## config.mk

```make
export PLATFORM = sky130hd
export DESIGN_NAME = us_tx_engine
export DESIGN_NICKNAME = d
export VERILOG_FILES = /design/src/rtl/us_tx_engine.sv
export SDC_FILE = /design/constraint.sdc
export NUM_CORES = 1
export LEC_CHECK = 0
export BUFFER_PORTS_ARGS = -buffer_cell sky130_fd_sc_hd__buf_2
export CORE_ASPECT_RATIO = 1.1
export CORE_MARGIN = 5
export CORE_UTILIZATION = 50
export DETAILED_ROUTE_END_ITERATION = 7
export PLACE_DENSITY = 0.84
export SYNTH_ARGS = -nofsm -noshare
export SYNTH_HDL_FRONTEND = slang
export SYNTH_SLANG_ARGS = --single-unit
export TNS_END_PERCENT = 50
```

## constraint.sdc

```tcl
create_clock -name clk -period 4.7 [get_ports clk]
set_clock_uncertainty 0.15 [all_clocks]
set_input_delay 0.94 -clock clk [delete_from_list [all_inputs] [get_ports clk]]
set_output_delay 0.94 -clock clk [all_outputs]
set_load 0.1 [all_outputs]
```

## src/rtl/us_tx_engine.sv

```systemverilog
// ---------------------------------------------------------------------------
// us_tx_engine
// Pops one 128-bit command at a time from the upstream command FIFO and emits
// a single TLP on the 64-bit TRN TX interface: Cpl, CplD (one DW read from
// the register file) or MWr32 carrying an incrementing DW test pattern.
// Completion of each TLP is reported back with a one-cycle pulse.
//
// Ports:
//   clk, rst                 clock, synchronous active-high reset
//   us_cmd_fifo_*            FIFO read side (dout valid 1 cycle after rd_en)
//   rd_addr_o, rd_be_o       register-file address/byte enables from command
//   rd_data_i                register-file data (combinational from address)
//   cfg_completer_id_i       bus/dev/fn used as completer/requester ID
//   trn_t*                   TRN TX interface (active-low framing/handshake)
//   trn_tbuf_av_i            [1] posted credit, [2] completion credit
//   compl_done_o             pulse when a Cpl/CplD has been fully accepted
//   cmd_compl_o, cmd_id_o    pulse + channel ID when an MWr is fully accepted
//   bad_cmd_o                pulse when an invalid (type 3) command is dropped
// ---------------------------------------------------------------------------
module us_tx_engine #(
  parameter int MAX_PAYLOAD_BYTES = 128
) (
  input  logic         clk,
  input  logic         rst,
  input  logic [127:0] us_cmd_fifo_dout_i,
  input  logic         us_cmd_fifo_empty_i,
  output logic         us_cmd_fifo_rd_en_o,
  output logic [10:0]  rd_addr_o,
  output logic [3:0]   rd_be_o,
  input  logic [31:0]  rd_data_i,
  input  logic [15:0]  cfg_completer_id_i,
  output logic [63:0]  trn_td_o,
  output logic         trn_trem_n_o,
  output logic         trn_tsof_n_o,
  output logic         trn_teof_n_o,
  output logic         trn_tsrc_rdy_n_o,
  input  logic         trn_tdst_rdy_n_i,
  input  logic [3:0]   trn_tbuf_av_i,
  output logic         compl_done_o,
  output logic         cmd_compl_o,
  output logic [1:0]   cmd_id_o,
  output logic         bad_cmd_o
);

  localparam logic [10:0] MAX_DW_C = 11'(MAX_PAYLOAD_BYTES / 4);

  typedef enum logic [2:0] {
    ST_IDLE     = 3'd0,
    ST_LOAD     = 3'd1,
    ST_WAIT_BUF = 3'd2,
    ST_HDR0     = 3'd3,
    ST_HDR1     = 3'd4,
    ST_DATA     = 3'd5
  } state_t;

  state_t      state_r;
  logic        load_phase_r;   // 0: rd_en cycle, 1: FIFO data is valid
  logic [95:0] cmd_q_r;        // bits above 95 are never used
  logic [31:0] data_q_r;
  logic [7:0]  tag_cnt_r;
  logic [10:0] next_dw_r;      // index of the next payload DW to place on the bus

  logic        rd_en_r;
  logic [63:0] td_r;
  logic        trem_n_r;
  logic        tsof_n_r;
  logic        teof_n_r;
  logic        src_rdy_n_r;
  logic        compl_done_r;
  logic        cmd_compl_r;
  logic [1:0]  cmd_id_r;
  logic        bad_cmd_r;

  logic [1:0]  type_s;
  logic        is_mwr_s;
  logic [10:0] n_dw_s;
  logic        credit_ok_s;
  logic [31:0] hdr_dw0_s;
  logic [31:0] hdr_dw1_s;
  logic [31:0] hdr_dw2_s;
  logic [10:0] rem_dw_s;
  logic        data_last_s;
  logic        data_trem_s;
  logic [63:0] data_beat_s;
  logic        unused_s;

  // Payload size in DW: 2^len bytes, at least one DW, clamped to the max payload.
  function automatic logic [10:0] payload_dw(input logic [4:0] len);
    logic [10:0] n;
    if (len < 5'd2) begin
      n = 11'd1;
    end else if (len >= 5'd12) begin
      n = MAX_DW_C;
    end else begin
      n = 11'd1 << (len - 5'd2);
      if (n > MAX_DW_C) begin
        n = MAX_DW_C;
      end else begin
        n = n;
      end
    end
    return n;
  endfunction

  // Decode of the held command and assembly of header/payload words.
  always_comb begin
    type_s      = cmd_q_r[63:62];
    is_mwr_s    = (type_s == 2'd2);
    n_dw_s      = payload_dw(cmd_q_r[61:57]);
    credit_ok_s = is_mwr_s ? trn_tbuf_av_i[1] : trn_tbuf_av_i[2];
    if (is_mwr_s) begin
      hdr_dw0_s = {1'b0, 2'b10, 5'b00000, 1'b0, 3'b000, 4'b0000, 2'b00, 2'b00,
                   2'b00, n_dw_s[9:0]};
      hdr_dw1_s = {cfg_completer_id_i, tag_cnt_r,
                   (n_dw_s == 11'd1) ? 4'h0 : 4'hF, 4'hF};
      hdr_dw2_s = {cmd_q_r[95:66], 2'b00};
    end else begin
      hdr_dw0_s = {1'b0, (type_s == 2'd1) ? 2'b10 : 2'b00, 5'b01010, 1'b0,
                   cmd_q_r[54:52], 4'b0000, 2'b00, cmd_q_r[51:50], 2'b00, 10'd1};
      hdr_dw1_s = {cfg_completer_id_i, 3'b000, 1'b0, 12'd4};
      hdr_dw2_s = {cmd_q_r[39:24], cmd_q_r[23:16], 1'b0, cmd_q_r[6:0]};
    end
    // Payload DW k carries the value k; a beat holds DWs next and next+1.
    rem_dw_s    = n_dw_s - next_dw_r;
    data_last_s = (rem_dw_s <= 11'd2);
    data_trem_s = (rem_dw_s == 11'd1);
    data_beat_s = {{21'd0, next_dw_r},
                   data_trem_s ? 32'd0 : {21'd0, next_dw_r + 11'd1}};
  end

  // Fields of the FIFO word and credit vector that this engine never looks at.
  assign unused_s = ^{us_cmd_fifo_dout_i[127:96], trn_tbuf_av_i[3], trn_tbuf_av_i[0],
                      cmd_q_r[65:64], cmd_q_r[49:40], cmd_q_r[15:12], n_dw_s[10]};

  // Command FSM: fetch, credit wait, header/payload beats and completion pulses.
  always_ff @(posedge clk) begin
    if (rst) begin
      state_r      <= ST_IDLE;
      load_phase_r <= 1'b0;
      cmd_q_r      <= 96'd0;
      data_q_r     <= 32'd0;
      tag_cnt_r    <= 8'd0;
      next_dw_r    <= 11'd0;
      rd_en_r      <= 1'b0;
      td_r         <= 64'd0;
      trem_n_r     <= 1'b0;
      tsof_n_r     <= 1'b1;
      teof_n_r     <= 1'b1;
      src_rdy_n_r  <= 1'b1;
      compl_done_r <= 1'b0;
      cmd_compl_r  <= 1'b0;
      cmd_id_r     <= 2'd0;
      bad_cmd_r    <= 1'b0;
    end else begin
      rd_en_r      <= 1'b0;
      compl_done_r <= 1'b0;
      cmd_compl_r  <= 1'b0;
      bad_cmd_r    <= 1'b0;
      case (state_r)
        ST_IDLE: begin
          if (!us_cmd_fifo_empty_i) begin
            rd_en_r      <= 1'b1;
            load_phase_r <= 1'b0;
            state_r      <= ST_LOAD;
          end
        end
        ST_LOAD: begin
          // The FIFO word appears the cycle after rd_en, so capture one cycle later.
          if (!load_phase_r) begin
            load_phase_r <= 1'b1;
          end else begin
            cmd_q_r <= us_cmd_fifo_dout_i[95:0];
            if (us_cmd_fifo_dout_i[63:62] == 2'd3) begin
              bad_cmd_r <= 1'b1;
              state_r   <= ST_IDLE;
            end else begin
              state_r <= ST_WAIT_BUF;
            end
          end
        end
        ST_WAIT_BUF: begin
          if (credit_ok_s) begin
            data_q_r    <= rd_data_i;
            td_r        <= {hdr_dw0_s, hdr_dw1_s};
            trem_n_r    <= 1'b0;
            tsof_n_r    <= 1'b0;
            teof_n_r    <= 1'b1;
            src_rdy_n_r <= 1'b0;
            state_r     <= ST_HDR0;
          end
        end
        ST_HDR0: begin
          if (!trn_tdst_rdy_n_i) begin
            tsof_n_r  <= 1'b1;
            next_dw_r <= 11'd1;
            state_r   <= ST_HDR1;
            case (type_s)
              2'd1: begin
                td_r     <= {hdr_dw2_s, data_q_r};
                trem_n_r <= 1'b0;
                teof_n_r <= 1'b0;
              end
              2'd2: begin
                td_r     <= {hdr_dw2_s, 32'd0};
                trem_n_r <= 1'b0;
                teof_n_r <= (n_dw_s == 11'd1) ? 1'b0 : 1'b1;
              end
              default: begin
                td_r     <= {hdr_dw2_s, 32'd0};
                trem_n_r <= 1'b1;
                teof_n_r <= 1'b0;
              end
            endcase
          end
        end
        ST_HDR1: begin
          if (!trn_tdst_rdy_n_i) begin
            if (!teof_n_r) begin
              src_rdy_n_r <= 1'b1;
              teof_n_r    <= 1'b1;
              trem_n_r    <= 1'b0;
              state_r     <= ST_IDLE;
              if (is_mwr_s) begin
                cmd_compl_r <= 1'b1;
                cmd_id_r    <= cmd_q_r[56:55];
                tag_cnt_r   <= tag_cnt_r + 8'd1;
              end else begin
                compl_done_r <= 1'b1;
              end
            end else begin
              td_r      <= data_beat_s;
              trem_n_r  <= data_trem_s;
              teof_n_r  <= !data_last_s;
              next_dw_r <= next_dw_r + 11'd2;
              state_r   <= ST_DATA;
            end
          end
        end
        ST_DATA: begin
          if (!trn_tdst_rdy_n_i) begin
            if (!teof_n_r) begin
              src_rdy_n_r <= 1'b1;
              teof_n_r    <= 1'b1;
              trem_n_r    <= 1'b0;
              cmd_compl_r <= 1'b1;
              cmd_id_r    <= cmd_q_r[56:55];
              tag_cnt_r   <= tag_cnt_r + 8'd1;
              state_r     <= ST_IDLE;
            end else begin
              td_r      <= data_beat_s;
              trem_n_r  <= data_trem_s;
              teof_n_r  <= !data_last_s;
              next_dw_r <= next_dw_r + 11'd2;
            end
          end
        end
        default: begin
          src_rdy_n_r <= 1'b1;
          state_r     <= ST_IDLE;
        end
      endcase
    end
  end

  assign us_cmd_fifo_rd_en_o = rd_en_r;
  assign rd_addr_o           = {3'b000, cmd_q_r[7:0]};
  assign rd_be_o             = cmd_q_r[11:8];
  assign trn_td_o            = td_r;
  assign trn_trem_n_o        = trem_n_r;
  assign trn_tsof_n_o        = tsof_n_r;
  assign trn_teof_n_o        = teof_n_r;
  assign trn_tsrc_rdy_n_o    = src_rdy_n_r;
  assign compl_done_o        = compl_done_r;
  assign cmd_compl_o         = cmd_compl_r;
  assign cmd_id_o            = cmd_id_r;
  assign bad_cmd_o           = bad_cmd_r;

endmodule

```

==> impl_metrics.toml <==
[drt]
drt_iter0_drc = 445
ant_nets = 0
detail_route.first_pass.iterations = 5
wl_per_cell_um = 16.62
vias = 8902
wl_um = 26660
via_per_inst = 5.550
drc = 0

[timing]
rsz0062_at_grt = "no"
setup_tns_ns = 0
max_freq_mhz = 226.5
relSlewSlack = 0.3237
setup_viol = 0
min_period_ns = 4.415
hold_viol = 0
min_period_over_period = 0.9393
tightest_slew_ns = 1.013
slew_viol_final = 0
holdWs_ns = 0.3009

[pwr]
intPower_uw = 2931
clkPwrFrac = 0.420
powerDensity_nw_per_um2 = 357.2
peakVddDrop_mv = 0.2727
p_leak_uw = 0.004355
seq_power_share = 0.461
power.switching_uw = 1082
power_uw = 4013
switching_share = 0.2697
p_comb_frac = 0.119

[global_routing]
antenna_found_initial = 4
grt_max_degree = 128
grt_usage = 0.2338
grt_overflow = 0
grt_pass1_wl_um = 42300
grt_pass1_vias = 8519

[place]
routabilityCongestion = 0.8972
hpwl_um = 18190
place_area_um2 = 10530
portBuffers = 219

[worst_setup_path]
r2r-end = "trn_td_o[0]$_SDFFE_PP0P_"
cp_slowest_cell = "a221oi_1"
r2r_setup_slack_ns = 0.29
crit_fanout = 11
cpMostUsedCell = "ha_1"
required_ns = 4.97
worst-setup-path-type = "reg2reg"
worst_setup_path_start_kind = "flip-flop"
cpPeakStageDelay_ns = 0.42
cp_cell_sequence = "inv_1 -> ha_1 -> xor2_1 -> o2bb2ai_1 -> a221oi_1 -> o21ai_0 -> a21o_1 -> ha_1 -> o211a_1 -> o311ai_0 -> o21ba_1 -> or3_1 -> nand4_1 -> o31ai_1 -> buf_4 -> o32ai_1"
arrival_ns = 4.68
worstRegToRegCells = 16
r2r-start = "cmd_q_r[58]$_SDFFE_PP0P_"
critical-path-top-delay-family = "compound AO/OA/AOI/OAI gates"
path_buf_inv = 2
endpoint_kind = "flip-flop"

[floorplanning]
fp.dieH_um = 153.7
die-area_um2 = 21610
ios = 273
dieWidth_um = 140.6
start_util = 0.5097
coreArea_um2 = 18410
rows = 52

[clock_network]
clk_pin_slew_ns = 0.06
htree_levels = 1
clk_path_buf_depth = 3
clock-root-buffer = "clkbuf_16"
cts_made_buffers = 22
worstSkewPairLatency_ns = 0.51
cts_hold_buffers = 0
clock-sinks = 209
cts_setup_buffers = 0
cts_resized = 0
cts_tree = "done"

[cells_and_area]
fin_area_um2 = 11230
drive_gt1_frac = 0.2176
postLayoutCoreUtil = 0.6102
fin_nets = 1548
syn2layout_area_growth_pct = 19.70

[logic_synthesis]
synth.area.top_cells = "dfxtp_1 (45%), nand2_1 (10%), a21oi_1 (8.8%)"
synth_area_per_cell_um2 = 7.907
async_reset_ff_frac = 0
synth_seq_cells = 209
synth_warnings = 0
ys.flop_type = "dfxtp_1"
ys_types = 62
synth_edf_count = 0
yosysTopAreaCell = "dfxtp_1"
synth.top_cell.area_share = 0.4458
syn_inst = 1187
syn-cell-area_um2 = 9385
yosysSeqAreaShare = 0.4458

[min_path]
hold_end = "cmd_q_r[9]$_SDFFE_PP0P_"
hold_class = "reg2reg"
min_delay_path_depth = 2
hold_start = "cmd_q_r[9]$_SDFFE_PP0P_"

[outcome]
status = "complete, no violations"

[run]
drv_cap = 0
worst reg2reg max path: stages, from the launching register on:
cell	delay (ns)
dfxtp_2	0.41
inv_1	0.09
ha_1	0.30
xor2_1	0.19
o2bb2ai_1	0.16
a221oi_1	0.42
o21ai_0	0.16
a21o_1	0.20
ha_1	0.38
o211a_1	0.29
o311ai_0	0.32
o21ba_1	0.23
or3_1	0.34
nand4_1	0.15
o31ai_1	0.08
buf_4	0.19
o32ai_1	0.27
sequential cells by signal (all words and copies together) (netlist names):
name / cells
us_cmd_fifo_rd_en_o: 1
cmd_id_o: 2
trn_tsrc_rdy_n_o: 1
cmd_compl_o: 1
trn_td_o: 64
trn_trem_n_o: 1
trn_teof_n_o: 1
cmd_q_r: 80
load_phase_r: 1
compl_done_o: 1
trn_tsof_n_o: 1
tag_cnt_r: 8
next_dw_r: 11
data_q_r: 32
bad_cmd_o: 1
state_r: 3
cell families (layout without fill, tap and decap cells):
logic type | after synthesis | after routing | share of synthesized area
AND/OR/NAND/NOR | 491 | 491 | 0.2246
AO/OA/AOI/OAI | 290 | 290 | 0.1922
flip-flops | 209 | 209 | 0.4458
buffers and inverters | 126 | 293 | 0.05853
multiplexers | 28 | 28 | 0.03080
XOR/XNOR | 25 | 25 | 0.02413
adder cells (fa/ha/maj) | 17 | 17 | 0.02346
other | 1 | 8 | 0.0003996
final cells by class:
class                   instances  area [um2]
repair buffers                238        1257
multi-input cells             858        4717
clock buffers                  30       620.6
diodes                          1       2.502
flip-flops and latches        209        4185
fillers                      1607        7178
inverters                      18       67.56
well taps                     243       304.0
clock inverters                 7       80.08
placed cells by master, fill, tap and decap left out, types with 7 or more instances in the layout:
master     synthesis  layout
dfxtp_1          209     208
ha_1              16      15
a211oi_1          13      13
o22ai_1           13      12
inv_1             18      18
a21oi_1          165     163
xor2_1             9       9
xnor2_1           15      15
o21bai_1          10      10
nand3_1           13      12
nand2b_1          11      11
mux2i_1           21      21
nor2_1           105     105
clkbuf_16          0      22
mux2_2             7       7
conb_1             1       7
nand2_1          254     254
buf_4             15      18
buf_2             10     218
o21ai_0           26      26
nor3_1            61      60
a221oi_1          29      29
power by group through the flow:
stage	Sequential [uW]	Combinational, uW	Clock (uW)
6_report	1850	479	1680
4_1_cts	1850	477	1710
5_1_grt	1850	513	1800
3_5_place_dp	1890	476	0
3_3_place_gp	1890	471	0
2_1_floorplan	2010	229	0
per-stage QoR:
stage / instances / setup WS [ns]
detailed placement: 1566 / 0.2163
global placement: 1566 / 0.3297
finish: 1604 / 0.2854
global route: 1603 / 0.003097
CTS: 1603 / 0.1856
floorplan: 1193 / 0.5104
per-layer routing:
layer	global-route usage	up-vias	routed length (um)	part of all wire
met5	0	-	53	0.0020
li1	-	4382	-	-
met2	0.3953	314	12780	0.48
met3	0.06089	72	2073	0.078
met1	0.2858	4126	10760	0.40
met4	0.08768	8	996	0.037
synthesized netlist by cell type (3+ instances only):
cell type / instances
a211oi_1: 13
a21o_1: 3
a21oi_1: 165
a221o_1: 3
a221oi_1: 29
a22oi_1: 3
and2_1: 5
buf_1: 7
buf_2: 10
buf_4: 15
clkbuf_1: 75
dfxtp_1: 209
ha_1: 16
inv_1: 18
mux2_2: 7
mux2i_1: 21
nand2_1: 254
nand2b_1: 11
nand3_1: 13
nand3b_1: 3
nand4_1: 6
nor2_1: 105
nor2b_1: 6
nor3_1: 61
nor3b_1: 4
nor4_1: 4
o21ai_0: 26
o21bai_1: 10
o22ai_1: 13
o31ai_1: 3
or2_2: 3
or3_1: 6
xnor2_1: 15
xor2_1: 9
worst max path at each step:
stage | start | to | slack, ns | cells after the start
5_1_grt | cmd_q_r[58]$_SDFFE_PP0P_ | trn_trem_n_o$_SDFFE_PP0P_ | 0.003 | 16
3_5_place_dp | cmd_q_r[58]$_SDFFE_PP0P_ | trn_trem_n_o$_SDFFE_PP0P_ | 0.22 | 16
4_1_cts | cmd_q_r[58]$_SDFFE_PP0P_ | trn_td_o[0]$_SDFFE_PP0P_ | 0.19 | 16
6_report | cmd_q_r[58]$_SDFFE_PP0P_ | trn_td_o[0]$_SDFFE_PP0P_ | 0.29 | 16
2_1_floorplan | cmd_q_r[58]$_SDFFE_PP0P_ | trn_trem_n_o$_SDFFE_PP0P_ | 0.51 | 18
3_3_place_gp | cmd_q_r[58]$_SDFFE_PP0P_ | trn_trem_n_o$_SDFFE_PP0P_ | 0.33 | 16
Note: power is estimated with default switching activity, not from simulation.
